### src/rtl/rom_reader_pkg.sv
// Shared types and constants for the ROM stream reader and its output buffer.
package rom_reader_pkg;

  typedef enum logic [1:0] {
    IDLE,
    RUN,
    DRAIN,
    DONE
  } state_e;

  localparam int BUF_DEPTH = 2;
  localparam int CNT_W     = $clog2(BUF_DEPTH + 1);

endpackage

### src/rtl/fifo2_reg.sv
// Two-entry register FIFO. The head is held in a register so the output data
// never sees a combinational path from the write port.
module fifo2_reg
  import rom_reader_pkg::*;
#(
  parameter int W = 8
) (
  input  logic             clk,
  input  logic             rst,
  input  logic             i_push,
  input  logic [W-1:0]     i_din,
  input  logic             i_pop,
  output logic [W-1:0]     o_head,
  output logic [CNT_W-1:0] o_count,
  output logic             o_valid
);

  logic [W-1:0]     r_head;
  logic [W-1:0]     r_tail;
  logic [CNT_W-1:0] r_count;

  always_ff @(posedge clk) begin
    if (rst) begin
      r_head  <= '0;
      r_tail  <= '0;
      r_count <= '0;
    end else begin
      case ({i_push, i_pop})
        2'b10: begin
          if (r_count == '0) r_head <= i_din;
          else               r_tail <= i_din;
          r_count <= r_count + CNT_W'(1);
        end
        2'b01: begin
          r_head  <= r_tail;
          r_count <= r_count - CNT_W'(1);
        end
        2'b11: begin
          // Pop implies non-empty, so the count is either one or two here.
          if (r_count == CNT_W'(1)) begin
            r_head <= i_din;
          end else begin
            r_head <= r_tail;
            r_tail <= i_din;
          end
        end
        default: ;
      endcase
    end
  end

  assign o_head  = r_head;
  assign o_count = r_count;
  assign o_valid = (r_count != '0);

endmodule

### src/rtl/rom_stream_reader.sv
// Walks a contiguous ROM address range, one read per cycle, and returns the
// words as a valid/ready stream with credit-based flow control.
module rom_stream_reader
  import rom_reader_pkg::*;
#(
  parameter int DATA_WIDTH = 8,
  parameter int ADDR_WIDTH = 4
) (
  input  logic                  clk,
  input  logic                  rst,
  input  logic                  start_i,
  input  logic [ADDR_WIDTH-1:0] base_addr_i,
  input  logic [ADDR_WIDTH:0]   length_i,
  output logic                  busy_o,
  output logic                  done_o,
  output logic [ADDR_WIDTH-1:0] rom_addr_o,
  input  logic [DATA_WIDTH-1:0] rom_data_i,
  output logic [DATA_WIDTH-1:0] m_data_o,
  output logic                  m_valid_o,
  input  logic                  m_ready_i
);

  localparam int LW = ADDR_WIDTH + 1;

  state_e                r_state;
  state_e                w_state_nxt;
  logic [ADDR_WIDTH-1:0] r_addr;
  logic [ADDR_WIDTH-1:0] r_addr_last;
  logic [LW-1:0]         r_left;
  logic                  r_inflight;
  logic [CNT_W-1:0]      w_count;
  logic [2:0]            w_occ;
  logic                  w_pop;
  logic                  w_issue;

  assign w_pop = m_valid_o & m_ready_i;
  // Buffer slots already spoken for after this cycle's pop; never exceeds depth.
  assign w_occ = 3'(w_count) + 3'(r_inflight) - 3'(w_pop);
  assign w_issue = (r_state == RUN) && (r_left != '0) && (w_occ < 3'(BUF_DEPTH));

  always_ff @(posedge clk) begin
    if (rst) begin
      r_state     <= IDLE;
      r_addr      <= '0;
      r_addr_last <= '0;
      r_left      <= '0;
      r_inflight  <= 1'b0;
    end else begin
      r_state    <= w_state_nxt;
      r_inflight <= w_issue;
      if (r_state == IDLE && start_i) begin
        r_addr <= base_addr_i;
        r_left <= length_i;
      end else if (w_issue) begin
        r_addr      <= r_addr + ADDR_WIDTH'(1);
        r_left      <= r_left - LW'(1);
        r_addr_last <= r_addr;
      end
    end
  end

  always_comb begin
    w_state_nxt = r_state;
    case (r_state)
      IDLE:  if (start_i) w_state_nxt = (length_i == '0) ? DONE : RUN;
      RUN:   if ((r_left == '0) || (w_issue && r_left == LW'(1))) w_state_nxt = DRAIN;
      DRAIN: if (!r_inflight && ((w_count == '0) || (w_count == CNT_W'(1) && w_pop)))
               w_state_nxt = DONE;
      DONE:  w_state_nxt = IDLE;
      default: w_state_nxt = IDLE;
    endcase
  end

  fifo2_reg #(.W(DATA_WIDTH)) u_buf (
    .clk     (clk),
    .rst     (rst),
    .i_push  (r_inflight),
    .i_din   (rom_data_i),
    .i_pop   (w_pop),
    .o_head  (m_data_o),
    .o_count (w_count),
    .o_valid (m_valid_o)
  );

  assign rom_addr_o = w_issue ? r_addr : r_addr_last;
  assign busy_o     = (r_state != IDLE);
  assign done_o     = (r_state == DONE);

endmodule

### config.mk
export PLATFORM = sky130hd
export DESIGN_NAME = rom_stream_reader
export DESIGN_NICKNAME = d
export VERILOG_FILES = /design/src/rtl/rom_reader_pkg.sv /design/src/rtl/fifo2_reg.sv /design/src/rtl/rom_stream_reader.sv
export SDC_FILE = /design/constraint.sdc
export NUM_CORES = 1
export LEC_CHECK = 0
export ABC_AREA = 1
export ABC_CLOCK_PERIOD_IN_PS = 5800
export CORE_MARGIN = 5
export CORE_UTILIZATION = 50
export DETAILED_ROUTE_END_ITERATION = 7
export GPL_TIMING_DRIVEN = 0
export PLACE_DENSITY = 0.77
export SKIP_CTS_REPAIR_TIMING = 1
export SLEW_MARGIN = 20
export SYNTH_ARGS = -nofsm -noshare
export SYNTH_HDL_FRONTEND = slang
export SYNTH_SLANG_ARGS = --single-unit
### constraint.sdc
create_clock -name clk -period 5.8 [get_ports clk]
set_input_delay 1.16 -clock clk [delete_from_list [all_inputs] [get_ports clk]]
set_output_delay 1.16 -clock clk [all_outputs]
set_load 0.02 [all_outputs]
Word-level counts from Yosys, hierarchy flattened
Cells that the tools add are included.
W data, S select, Z words.
{ "totals": {"register_bits": 34, "elab_cells": 70} }
{ "classes": {"addsub": 6, "order_cmp": 1, "eq_ne": 14, "muxes": 17, "bitwise_logic": 1, "n_reduce_logical": 23} }
{ "ops": {"columns": ["op", "count"], "rows": [
  ["$mux W8", 4],
  ["$pmux W8 S3", 1],
  ["$pmux W8 S2", 1],
  ["$mux W4", 3],
  ["$logic_not A5 Y1", 2],
  ["$mux W5", 2],
  ["$ne A2 B2 Y1 const B", 5],
  ["$reduce_bool A2 Y1", 5],
  ["$eq A2 B2 Y1 const B", 4],
  ["$mux W2", 4],
  ["$pmux W2 S4", 1],
  ["$eq A2 B1 Y1 const B", 3],
  ["$logic_and A1 B1 Y1", 6],
  ["$reduce_and A3 Y1", 2],
  ["$eq A5 B1 Y1 const B", 1],
  ["$reduce_bool A5 Y1", 1],
  ["$sub A5 B1 Y5 const B", 1],
  ["$add A4 B1 Y4 const B", 1],
  ["$logic_not A2 Y1", 2],
  ["$pmux W2 S2", 1],
  ["$add A2 B1 Y3", 1],
  ["$lt A3 B2 Y1 const B", 1],
  ["$reduce_bool A3 Y1", 1],
  ["$sub A3 B1 Y3", 1],
  ["7 further kinds", 8]
]} }

Logic depth before layout (Yosys ltp)
Gate-level depths: netlist of run 1.
{ "depth": {"word_depth": 9, "depth_mapped": 18, "depth_no_buf": 18} }

Hierarchy
A second synthesis of run 1 with hierarchy kept.
{ "unflattened": {"hier_cells": 328, "hier_area_um2": 2157.1} }
{ "by_module_without_submodules": {"columns": ["module", "n_inst", "cells_per_inst", "area_per_inst_um2"], "rows": [
  ["rom_stream_reader", 1, 187, 1179.9],
  ["fifo2_reg", 1, 141, 977.2]
]} }

Least setup slack after synthesis of run 1
Ideal clock, no wire load.
{ "synth_path": {"path_kind": "input -> output", "startpoint": "input m_ready_i", "endpoint": "output rom_addr_o[0]", "t_arrival_ps": 2625, "path_slack_ps": 2015, "cell_stages": 10, "n_path_buf": 1, "path_cell_list": "nand2_4 -> nor2_1 -> o21ai_0 -> fa_1 -> nand2_1 -> nor2_1 -> nand2_1 -> buf_4 -> nand2_1 -> nand2_1"} }
{ "synth_between": {"elab_chain_cells": 5} }
{ "synth_rtl": {"columns": ["item", "line", "source"], "rows": [
  ["start, declared", "rom_stream_reader.sv:20", "input logic m_ready_i"],
  ["$and A1 B1 Y1", "rom_stream_reader.sv:36", "assign w_pop = m_valid_o & m_ready_i;"],
  ["$sub A3 B1 Y3", "rom_stream_reader.sv:38", "assign w_occ = 3'(w_count) + 3'(r_inflight) - 3'(w_pop);"],
  ["$lt A3 B2 Y1", "rom_stream_reader.sv:39", "assign w_issue = (r_state == RUN) && (r_left != '0) && (w_occ < 3'(BUF_DEPTH));"],
  ["$logic_and A1 B1 Y1", "rom_stream_reader.sv:39", null],
  ["$mux W4", null, null],
  ["end, declared", "rom_stream_reader.sv:16", "output logic [ADDR_WIDTH-1:0] rom_addr_o,"]
]} }
Every way passes these cells.

Worst setup path in the final report of run 1
Ends and elaborated chain as after synthesis.

==> metrics.yaml, run 1 <==
status:
  status: "completed"
final_layout:
  final_cells: 372
  nNetsFinal: 358
  area_growth_pct: 25.8
  fill_cells: 357
  n_antenna_cell: 0
  drive_above_1_share: 0.0957
power_and_ir_drop:
  p_leak_nw: 1.12
  power_w: 0.00131
  power_density_mw_per_mm2: 544
  ir_drop_uv: 244
clock_tree:
  clkSinkCount: 34
  clock_latency_ns: 0.29
  cts_tree: "yes"
  htree_num_levels: 2
  cts_buffers: 5
  cts_root_buffer: "clkbuf_8"
  clock_path_buffers: 2
  clk_pin_slew_worst_paths_ns: 0.07
placed_design:
  io_buffers: 34
  gp_congestion: 0.803
  hpwl_um: 3220
  placed_cells: 364
global_routing:
  gr-total-overflow: 0
  grt.total_usage: 0.180
  grt_pass1_wl_um: 7480
  grt_pass1_vias: 1762
  grt.met2_usage: 0.308
  grtUsageMet3: 0.0402
  antenna_found_initial: 0
  grt.busiest_layer: "met2"
  grt_max_degree: 12
  met1_usage: 0.220
route:
  drtAntennaViolNets: 0
  drcViolationCount: 0
  dr.pass1.iters: 5
  drt_iter0_markers: 128
  wire_per_inst_um: 11.7
  wl_um: 4360
  viasPerCell: 5.00
  vias: 1859
floorplan:
  io_pins: 36
  fp.dieW_um: 72.0
  rows: 22
  die_y_um: 72.0
  core_mm2: 0.00369
  start_util: 0.520
  dieArea_mm2: 0.00518
sta:
  fmax_mhz: 201
  setup_viol: 0
  tns_ns: 0
  fin_crit_sh: 0.858
  relSlewSlack: 0.683
  clock_skew_ns: 0.00768
  drv_slew: 0
  finalHoldViolCount: 0
  rsz0062_at_grt: "false"
  fin_crit_ns: 4.98
  tightest_slew_ns: 0.476
setup_path:
  crit_chain: "clkdlybuf4s50_1 > nand2_4 > nor2_1 > o21ai_0 > fa_1 > nand3_1 > nor2_2 > nand2_1 > nand2_1 > clkdlybuf4s50_1"
  r2r-start: "u_buf.o_count[1]"
  reg2reg_to: "r_addr_last[2]"
  end_kind: "output port"
  slowest_delay_ns: 0.60
  cp.arrival_ns: 3.82
  critPathTopFamily: "buffers and inverters"
  r2r_cells: 15
  r2r_slack_ns: 3.21
  cp.buffers_inverters: 2
  cp_slowest_cell: "clkdlybuf4s50_1"
  required_ns: 4.64
  cp-startpoint: "m_ready_i"
  cp_max_fo: 5
  worstSetupPathType: "in -> out"
  start_kind: "input port"
synth:
  synth-seq-cells: 34
  yosysWarnings: 0
  synth_cell_types: 27
  synth_fp_nets: 317
  netlist_instances: 282
  syn_area_per_cell_um2: 6.81
  mappedNetlistArea_mm2: 0.00192
  seq_area_frac_synth: 0.355
hold_path:
  min_to: "u_buf.r_tail[5]"
  hp-start: "u_buf.r_tail[5]"
  hold_depth: 2
  hold_class: "reg -> reg"
job:
  maxCapViolations: 0
## synth_stat cells
library cell / count / share of area
a21boi_2: 1 / 0.0059
a21oi_1: 18 / 0.047
a31oi_1: 8 / 0.026
buf_2: 4 / 0.010
buf_4: 1 / 0.0039
clkbuf_1: 2 / 0.0039
clkinv_1: 1 / 0.0020
dfxtp_1: 34 / 0.35
fa_1: 1 / 0.010
ha_1: 13 / 0.085
inv_1: 22 / 0.043
inv_2: 6 / 0.012
nand2_1: 88 / 0.17
nand2_2: 3 / 0.0098
nand2_4: 1 / 0.0059
nand3_1: 15 / 0.039
nor2_1: 31 / 0.061
nor2_2: 2 / 0.0065
nor2_8: 1 / 0.010
nor3_1: 1 / 0.0026
o21a_1: 1 / 0.0039
o21ai_0: 17 / 0.044
o21ai_1: 4 / 0.010
o21ai_2: 3 / 0.014
or2_2: 1 / 0.0033
xnor2_1: 1 / 0.0046
xor2_1: 2 / 0.0091
## power by group
part	internal [W]	total, W	switching [W]
sequential	0.000318	0.000382	0.0000643
clock	0.0000954	0.000185	0.0000893
combinational	0.000299	0.000747	0.000448
## final cells by class
cell class / instances / area, um^2 / area share
repair buffers: 34 / 340 / 0.141
plain buffers: 7 / 35.0 / 0.0145
clock buffers: 6 / 82.6 / 0.0342
multi-input cells: 212 / 1090 / 0.453
inverters: 29 / 109 / 0.0451
well taps: 48 / 60.1 / 0.0249
clock inverters: 2 / 12.5 / 0.00518
flip-flops and latches: 34 / 681 / 0.282
## metal layers
metal	wire, um	up-vias
met5	0	-
met4	54	0
met3	256	4
met2	2010	49
met1	2040	826
li1	-	980
## worst min-delay path, stage by stage, from the launching register on
cell	delay [ns]
dfxtp_1	0.31
nand2_1	0.06
a21oi_1	0.05
## stage by stage
step | hold slack (ns) | util | instance area [um^2] | setup slack, ns
after floorplan | 0.440 | - | 1920 | 2.02
after global placement | 0.449 | 0.629 | 2320 | 0.898
after detailed placement | 0.453 | 0.629 | 2320 | 0.901
after CTS | 0.464 | 0.655 | 2410 | 0.814
after global routing | 0.485 | 0.655 | 2410 | 0.621
final | 0.466 | 0.655 | 2410 | 0.823
## how the worst max path moves through the flow
stage / end / depth (start not counted) / slack [ns]
final: rom_addr_o[0] / 10 / 0.82
after global routing: rom_addr_o[2] / 12 / 0.62
after CTS: rom_addr_o[1] / 14 / 0.81
after detailed placement: rom_addr_o[1] / 14 / 0.90
after global placement: rom_addr_o[0] / 10 / 0.90
after floorplan: rom_addr_o[0] / 10 / 2.02
## cells in the final DEF, fill, tap and decap left out
cell type,n
nand3_1,15
clkdlybuf4s50_1,34
clkbuf_8,6
clkinvlp_4,1
nand2_2,3
inv_1,22
buf_4,1
nor3_1,1
a21boi_2,1
a31oi_1,8
o21ai_1,4
nand2_1,88
o21a_1,1
fa_1,1
inv_2,6
xnor2_1,1
clkinv_2,1
or2_2,1
o21ai_0,17
o21ai_2,3
nand2_4,1
clkinv_1,1
ha_1,13
xor2_1,2
a21oi_1,18
nor2_8,1
buf_2,4
nor2_1,31
nor2_2,2
clkbuf_1,2
dfxtp_1,34
## kinds of logic (layout without fill, tap and decap cells)
family	count (synthesis)	in the layout	share of synthesized area
simple gates	143	143	0.310
compound gates	52	52	0.151
buf+inv	36	78	0.0750
flops	34	34	0.355
fa+ha+maj	14	14	0.0952
xor+xnor	3	3	0.0137
## sequential cells by signal, summed over array words and instances, names as in the netlist
register       cells
u_buf.o_count      2
r_left             5
r_addr             4
u_buf.r_tail       8
r_state            2
u_buf.o_head       8
r_inflight         1
r_addr_last        4
Power figures use the tool's default switching activity.
==> inputs of run 2 (changes only) <==
Settings changed: SETUP_SLACK_MARGIN set to 0.4.
==> results of run 2 <==
Final layout, timing and power as in run 1 (identical DEF).
